$ cat config.mk
export PLATFORM = sky130hd
export DESIGN_NAME = cpu_cen_gen
export DESIGN_NICKNAME = d
export VERILOG_FILES = /design/src/rtl/cpu_cen_gen.sv
export SDC_FILE = /design/constraint.sdc
export NUM_CORES = 1
export LEC_CHECK = 0
export BUFFER_PORTS_ARGS = -buffer_cell sky130_fd_sc_hd__buf_2
export CORE_AREA = 4 4 41 43
export CTS_CLUSTER_SIZE = 10
export DETAILED_ROUTE_END_ITERATION = 10
export DIE_AREA = 0 0 45 47
export PLACE_DENSITY = 0.68
export SETUP_SLACK_MARGIN = 0.3
export SLEW_MARGIN = 15
export SYNTH_ARGS = -nofsm -noshare
export SYNTH_HDL_FRONTEND = slang
export SYNTH_SLANG_ARGS = --single-unit
export TNS_END_PERCENT = 100
$ cat constraint.sdc
create_clock -name clk -period 3.9 [get_ports clk]
set_input_delay 0.585 -clock clk [delete_from_list [all_inputs] [get_ports clk]]
set_output_delay 0.585 -clock clk [all_outputs]
set_load 0.01 [all_outputs]
$ cat src/rtl/cpu_cen_gen.sv
// T80 clock-enable generator: T-state pulses from the master clock, with ULA contention stretching and
// bus-idle-gated turbo switching. Optional build macro: TURBO_IO_SLOWDOWN_EN (I/O cycles forced to base speed).
module cpu_cen_gen #(
  parameter int BASE_DIV = 8,
  parameter int CNT_W    = 3
) (
  input  logic       clk,
  input  logic       rst,
  input  logic [1:0] turbo_req,
  input  logic       contend,
  input  logic       mreq_n,
  input  logic       iorq_n,
  input  logic       m1_n,
  output logic       cpu_cen,
  output logic       cpu_cen_n,
  output logic [1:0] turbo_cur,
  output logic       turbo_busy
);

  localparam int PW = CNT_W + 1;
  localparam logic [PW-1:0] ONE_P  = PW'(1);
  localparam logic [PW-1:0] BASE_P = PW'(BASE_DIV);

  typedef enum logic [0:0] {
    ST_IDLE = 1'b0,
    ST_PEND = 1'b1
  } state_t;

  state_t           r_state;
  logic [CNT_W-1:0] r_cnt;
  logic [1:0]       r_turbo_cur;
  logic             r_cen;
  logic             r_cen_n;
  logic             r_busy;

  logic [PW-1:0]    w_period;
  logic [PW-1:0]    w_pm1;
  logic [PW-1:0]    w_hm1;
  logic [PW-1:0]    w_cnt_ext;
  logic             w_edge;
  logic             w_stall;
  logic             w_fire;
  logic             w_half_hit;
  logic             w_apply;

`ifdef TURBO_IO_SLOWDOWN_EN
  // Select the T-state length; a non-M1 I/O cycle runs at base speed without touching turbo_cur.
  always_comb begin
    w_period = BASE_P >> r_turbo_cur;
    if (!iorq_n && m1_n) begin
      w_period = BASE_P;
    end else begin
      w_period = BASE_P >> r_turbo_cur;
    end
  end
`else
  logic w_unused_m1;
  assign w_unused_m1 = m1_n;

  // Select the T-state length from the speed in effect.
  always_comb begin
    w_period = BASE_P >> r_turbo_cur;
  end
`endif

  // Edge detection; >= lets a counter left beyond a shrunken period wrap immediately.
  always_comb begin
    w_pm1      = w_period - ONE_P;
    w_hm1      = (w_period >> 1) - ONE_P;
    w_cnt_ext  = {1'b0, r_cnt};
    w_edge     = (w_cnt_ext >= w_pm1);
    w_stall    = w_edge && contend && (r_turbo_cur == 2'd0);
    w_fire     = w_edge && !w_stall;
    w_half_hit = 1'b0;
    if (w_period == ONE_P) begin
      w_half_hit = w_fire;
    end else begin
      w_half_hit = (w_cnt_ext == w_hm1);
    end
    w_apply = (r_state == ST_PEND) && (turbo_req != r_turbo_cur) && w_fire && mreq_n && iorq_n;
  end

  // Phase counter and registered enable pulses.
  always_ff @(posedge clk) begin
    if (rst) begin
      r_cnt   <= {CNT_W{1'b0}};
      r_cen   <= 1'b0;
      r_cen_n <= 1'b0;
    end else begin
      r_cen   <= w_fire;
      r_cen_n <= w_half_hit;
      if (w_fire) begin
        r_cnt <= {CNT_W{1'b0}};
      end else if (w_stall) begin
        r_cnt <= w_pm1[CNT_W-1:0];
      end else begin
        r_cnt <= r_cnt + CNT_W'(1);
      end
    end
  end

  // Turbo FSM: a change lands only on a fired edge with the bus idle, so no bus cycle is cut short.
  always_ff @(posedge clk) begin
    if (rst) begin
      r_state     <= ST_IDLE;
      r_turbo_cur <= 2'd0;
      r_busy      <= 1'b0;
    end else begin
      case (r_state)
        ST_IDLE: begin
          if (turbo_req != r_turbo_cur) begin
            r_state <= ST_PEND;
            r_busy  <= 1'b1;
          end else begin
            r_busy  <= 1'b0;
          end
        end
        ST_PEND: begin
          if (turbo_req == r_turbo_cur) begin
            r_state <= ST_IDLE;
            r_busy  <= 1'b0;
          end else if (w_apply) begin
            r_turbo_cur <= turbo_req;
            r_state     <= ST_IDLE;
            r_busy      <= 1'b0;
          end else begin
            r_busy <= 1'b1;
          end
        end
        default: begin
          r_state <= ST_IDLE;
          r_busy  <= 1'b0;
        end
      endcase
    end
  end

  assign cpu_cen    = r_cen;
  assign cpu_cen_n  = r_cen_n;
  assign turbo_cur  = r_turbo_cur;
  assign turbo_busy = r_busy;

endmodule

==> flow_summary.yaml, run 1 <==
finish:
  layout-drive-gt1-share_pct: 28.00
  syn2layout_area_growth_pct: 15.58
  antenna_cells: 0
  fin_area_um2: 686.9
  regArea_um2: 160.2
  multiInputGateArea_um2: 411.6
  final_nets: 94
  fill_cells: 145
  final_core_util_pct: 52.79
  most-common-layout-cells: "11 x buf_2, 9 x ha_1, 8 x dfxtp_1"
  final_common_cell: "buf_2"
route:
  routed_wl_um: 990
  antenna_left: 0
  drt_iter0_markers: 4
  vias: 455
  firstDrtPassIters: 4
  wl_per_cell_um: 11.00
  drc: 0
  viasPerCell: 5.056
global_routing:
  grt_overflow: 0
  grt_usage_pct: 10.94
  grt_start_max_net_pins: 11
  grt_antenna_before_repair: 0
  grt_pass1_vias: 414
  grt_pass1_wl_mm: 1.711
clock_network:
  cts_tree: "done"
  cts.hold.buffers_added: 0
  cts_buffer_depth: 2
  cts_max_level: 1
  root_buffer: "clkbuf_4"
  cts_resized: 0
  clk_latency_ps: 250
  clock-sinks: 8
  cts_made_buffers: 3
  cts_setup_buffers: 0
  cts.clk_slew.worst_paths_ps: 50
floorplanning:
  die_area_um2: 2115
  io-pin-count: 13
  core_um2: 1301
  row_count: 13
  die_x_um: 45
  chipHeight_um: 47
  start_util_pct: 45.67
sta:
  finalHoldViolations: 0
  slew_violations: 0
  finalSetupTns_ps: 0
  setup_viol: 0
  rsz0062_at_grt: "false"
  clock_skew_ps: 1.111
  maxSlewHeadroom_pct: 84.31
  post-route-period-util_pct: 49.94
  min_period_ps: 1948
  worstMarginPinSlew_ps: 233.6
  fmax_mhz: 513.4
logic_synthesis:
  synth_edf_count: 0
  syn_nets: 79
  yosys_register_bits: 8
  ys_types: 25
  async_flop_share_pct: 0
  ys_seq_area_share_pct: 26.95
  yosysWarnings: 0
  synth_area_um2: 594.3
  syn_avg_cell_area_um2: 9.586
  synth_ff_type: "dfxtp_1"
  syn_inst: 62
placed_design:
  gp_congestion: 0.7196
  numPortBuffers: 11
  dpl.hpwl_um: 826.6
  placed_area_um2: 664.4
min_path:
  min-delay-path-class: "reg2reg"
critical_path:
  path_class: "reg2reg"
  endpoint_kind: "flop"
  crit_arrival_ps: 2090
  crit_fanout: 6
  crit_required_ps: 4040
  r2r_slack_ps: 1950
  start_kind: "flop"
job:
  cap_violations: 0
status:
  status: "finished clean"
power_and_ir_drop:
  power.density_nw_per_um2: 262.4
  power.total_mw: 0.1803
  vdd_drop_max_mv: 0.1616
  leakagePower_nw: 0.3509
==> metrics by stage <==
step                worst slack, ps  hold slack, ps  std cells
finish                         1952           568.2         90
global route                   1778           623.9         90
CTS                            1938           577.3         90
detailed placement             1957           562.0         87
global placement               1960           556.6         87
floorplan                      2048           562.9         62
==> worst max-delay path, cell delays in order, from the launching register on <==
cell and delay (ps):
dfxtp_1 440, inv_1 120, ha_1 250, xor2_1 160
ha_1 280, nand2_1 90, o21ai_4 210, nand4_2 150
mux2i_1 150
==> where the power goes <==
part,total [mW],internal (mW),switching (mW)
clock network,0.0627,0.0352,0.0275
logic,0.0278,0.0139,0.0139
registers,0.0898,0.0859,0.00384
==> registers in the layout, indices dropped and copies added, names as in the netlist <==
name	cells
turbo_cur	2
cpu_cen	1
r_cnt	3
turbo_busy	1
cpu_cen_n	1
==> worst paths after layout <==
check,from,endpoint,cells after the start
hold reg to reg,turbo_cur[1],turbo_cur[1],2
setup reg to reg,turbo_cur[0],turbo_cur[0],8
hold / removal,turbo_cur[1],turbo_cur[1],2
setup / recovery,turbo_cur[0],turbo_cur[0],8
==> synthesized netlist by cell type, types with 2 or more instances <==
master | instances | area share (%)
o21ai_0 | 2 | 1.7
a21oi_1 | 4 | 3.4
dfxtp_1 | 8 | 27
nand2b_1 | 4 | 4.2
nand3b_1 | 2 | 2.5
xnor2_1 | 3 | 4.4
mux2i_1 | 2 | 3.4
inv_1 | 5 | 3.2
nand2_1 | 2 | 1.3
nand3_1 | 2 | 1.7
xor2_1 | 5 | 7.4
ha_1 | 9 | 19
and3_1 | 2 | 2.1
==> per-layer routing <==
metal / global-route usage, % / up-vias / wire length (µm)
li1: - / 238 / -
met1: 13.33 / 202 / 451
met2: 18.36 / 13 / 469
met3: 4.598 / 2 / 62
met4: 1.754 / 0 / 6
met5: 0 / - / 0
==> cell type report <==
| class | count | share of cell area (%) |
|---|---|---|
| repair buffers | 11 | 8.015 |
| well taps | 15 | 2.732 |
| clock buffers | 3 | 3.279 |
| flip-flops and latches | 8 | 23.32 |
| multi-input cells | 48 | 59.93 |
| inverters | 5 | 2.732 |
==> kinds of logic after synthesis <==
| kind of cell | after synthesis | share of synthesized area (%) |
|---|---|---|
| AND/OR/NAND/NOR | 18 | 20.63 |
| AO/OA/AOI/OAI | 11 | 14.53 |
| adder cells (fa/ha/maj) | 9 | 18.95 |
| XOR/XNOR | 8 | 11.79 |
| flip-flops | 8 | 26.95 |
| buffers and inverters | 6 | 3.789 |
| multiplexers | 2 | 3.369 |
No activity file was read; power rests on OpenSTA's default activity.
==> run 2, diff against run 1 <==
PLACE_DENSITY = 0.7   (was 0.68)
clock period = 1.7 ns   (was 3.9 ns; I/O delays follow)
==> flow_summary.yaml, run 2 (same netlist as run 1, synthesis figures left out) <==
placed_design:
  dpl.hpwl_um: 940
  dp_worst_setup_slack_ps: -45.83
  numPortBuffers: 11
  gp_congestion: 0.7403
  placed_area_um2: 754.5
finish:
  syn2layout_area_growth_pct: 48.42
  final_core_util_pct: 67.79
  regMostFlops: "r_cnt"
  largest_register_ff_count: 3
  layout-drive-gt1-share_pct: 54.32
  most-common-layout-cells: "11 x buf_2, 6 x ha_4, 6 x dfxtp_1"
  fill_cells: 106
  final_common_cell: "buf_2"
  final_nets: 99
  fin_area_um2: 882.1
  antenna_cells: 0
sta:
  fmax_mhz: 585.1
  maxSlewHeadroom_pct: 81.54
  post-route-period-util_pct: 100.5
  min_period_ps: 1709
  clock_skew_ps: 13.70
  rsz0062_at_grt: "true"
  finalHoldViolations: 0
  slew_violations: 0
  finalSetupTns_ps: -8.971
  layout_setup_ws_ps: -8.971
  worstMarginPinSlew_ps: 274.9
  setup_viol: 1
clock_network:
  cts_made_buffers: 3
  root_buffer: "clkbuf_4"
  cts_tree: "done"
  cts_max_level: 1
  clock-sinks: 8
  cts_buffer_depth: 2
  clk_latency_ps: 260
  cts.clk_slew.worst_paths_ps: 60
power_and_ir_drop:
  p_seq_share_pct: 45.5
  leakagePower_nw: 0.3927
  vdd_drop_max_mv: 0.3604
  p_int_mw: 0.3268
  switchingPower_mw: 0.1244
  combPwrFrac_pct: 18.9
  p_sw_share_pct: 27.58
  power.density_nw_per_um2: 511.5
  p_clk_share_pct: 35.6
global_routing:
  grt_overflow: 0
  grt_pass1_vias: 498
  grt_antenna_before_repair: 0
  grt_pass1_wl_mm: 2.194
  grt_start_max_net_pins: 11
  grt_usage_pct: 15.23
route:
  vias: 500
  antenna_left: 0
  drc: 0
  viasPerCell: 5.208
  routed_wl_mm: 1.206
  drt_iter0_markers: 2
  firstDrtPassIters: 4
  wl_per_cell_um: 12.56
critical_path:
  rr_startpoint: "turbo_cur[0]"
  start_kind: "flop"
  crit_top_cell: "ha_4"
  slowest_delay_ps: 380
  path_class: "reg2reg"
  crit_fanout: 5
  cp_slowest_cell: "dfxtp_4"
  endpoint_kind: "flop"
  crit_start: "turbo_cur[0]"
  path_cells: "inv_4 > ha_4 > xor2_4 > ha_4 > nand2_4 > o21ai_4 > buf_6 > nand3_2 > a21oi_2"
  crit_arrival_ps: 1900
  r2r_cells: 9
  crit_required_ps: 1890
status:
  violations: "negative setup slack"
  status: "finished with violations"
floorplanning:
  chipHeight_um: 47
  core_um2: 1301
  die_area_um2: 2115
  row_count: 13
  io-pin-count: 13
  die_x_um: 45
  start_util_pct: 45.67
job:
  cap_violations: 0
min_path:
  worstHoldStart: "turbo_req[0]"
  min-delay-path-class: "in2reg"
  hold_depth: 3
[run 2: worst paths after layout]
kind	slack (ps)	endpoint
worst min-delay path	260	turbo_cur[0]
worst max-delay path	-9	r_cnt[0]
worst min register to register	670	turbo_cur[0]
worst max register to register	-9	r_cnt[0]
[run 2: what timing repair did]
action	4_1_cts	5_1_grt
setup buffers	0	0
endpoints found under the setup margin	8	8
pin swaps	10	2
hold buffers	0	0
gates resized for setup	12	5
[run 2: area by class of cell]
class                           instances  area [µm²]  share of cell area (%)
Sequential cell                         8       167.7                   19.01
Tap cell                               15       18.77                   2.128
Inverter                                5       23.77                   2.695
Multi-Input combinational cell         48       549.3                   62.27
Timing Repair Buffer                   16       96.34                   10.92
Clock buffer                            4       26.28                   2.979
[run 2: worst max-delay path, delay by kind of cell, from the launching register on]
| kind | cells | cell delay, ps |
|---|---|---|
| flip-flops | 1 | 380 |
| adder cells (fa/ha/maj) | 2 | 450 |
| AO/OA/AOI/OAI | 2 | 330 |
| buffers and inverters | 2 | 190 |
| XOR/XNOR | 1 | 150 |
| AND/OR/NAND/NOR | 2 | 130 |
[run 2: metal layers]
layer	part of all wire (%)	GRT usage, %	vias up
li1	-	-	254
met5	0	0	-
met4	0.83	7.018	0
met2	54	26.55	9
met1	40	15.63	235
met3	4.9	6.897	2
[run 2: metrics by stage]
step / hold WS, ps / power (mW) / std cells
after global placement: 533.2 / 0.2737 / 92
after floorplan: 396.9 / 0.2564 / 62
final: 260.7 / 0.4512 / 96
after global routing: 279.7 / 0.4769 / 96
after detailed placement: 541.1 / 0.2758 / 92
after CTS: 258.5 / 0.4536 / 96
[run 2: power groups by stage]
stage | clock [mW] | combinational [mW] | sequential, mW
5_1_grt | 0.176 | 0.0939 | 0.207
6_report | 0.160 | 0.0854 | 0.205
2_1_floorplan | 0 | 0.0499 | 0.207
4_1_cts | 0.168 | 0.0805 | 0.205
3_3_place_gp | 0 | 0.0665 | 0.207
3_5_place_dp | 0 | 0.0681 | 0.208
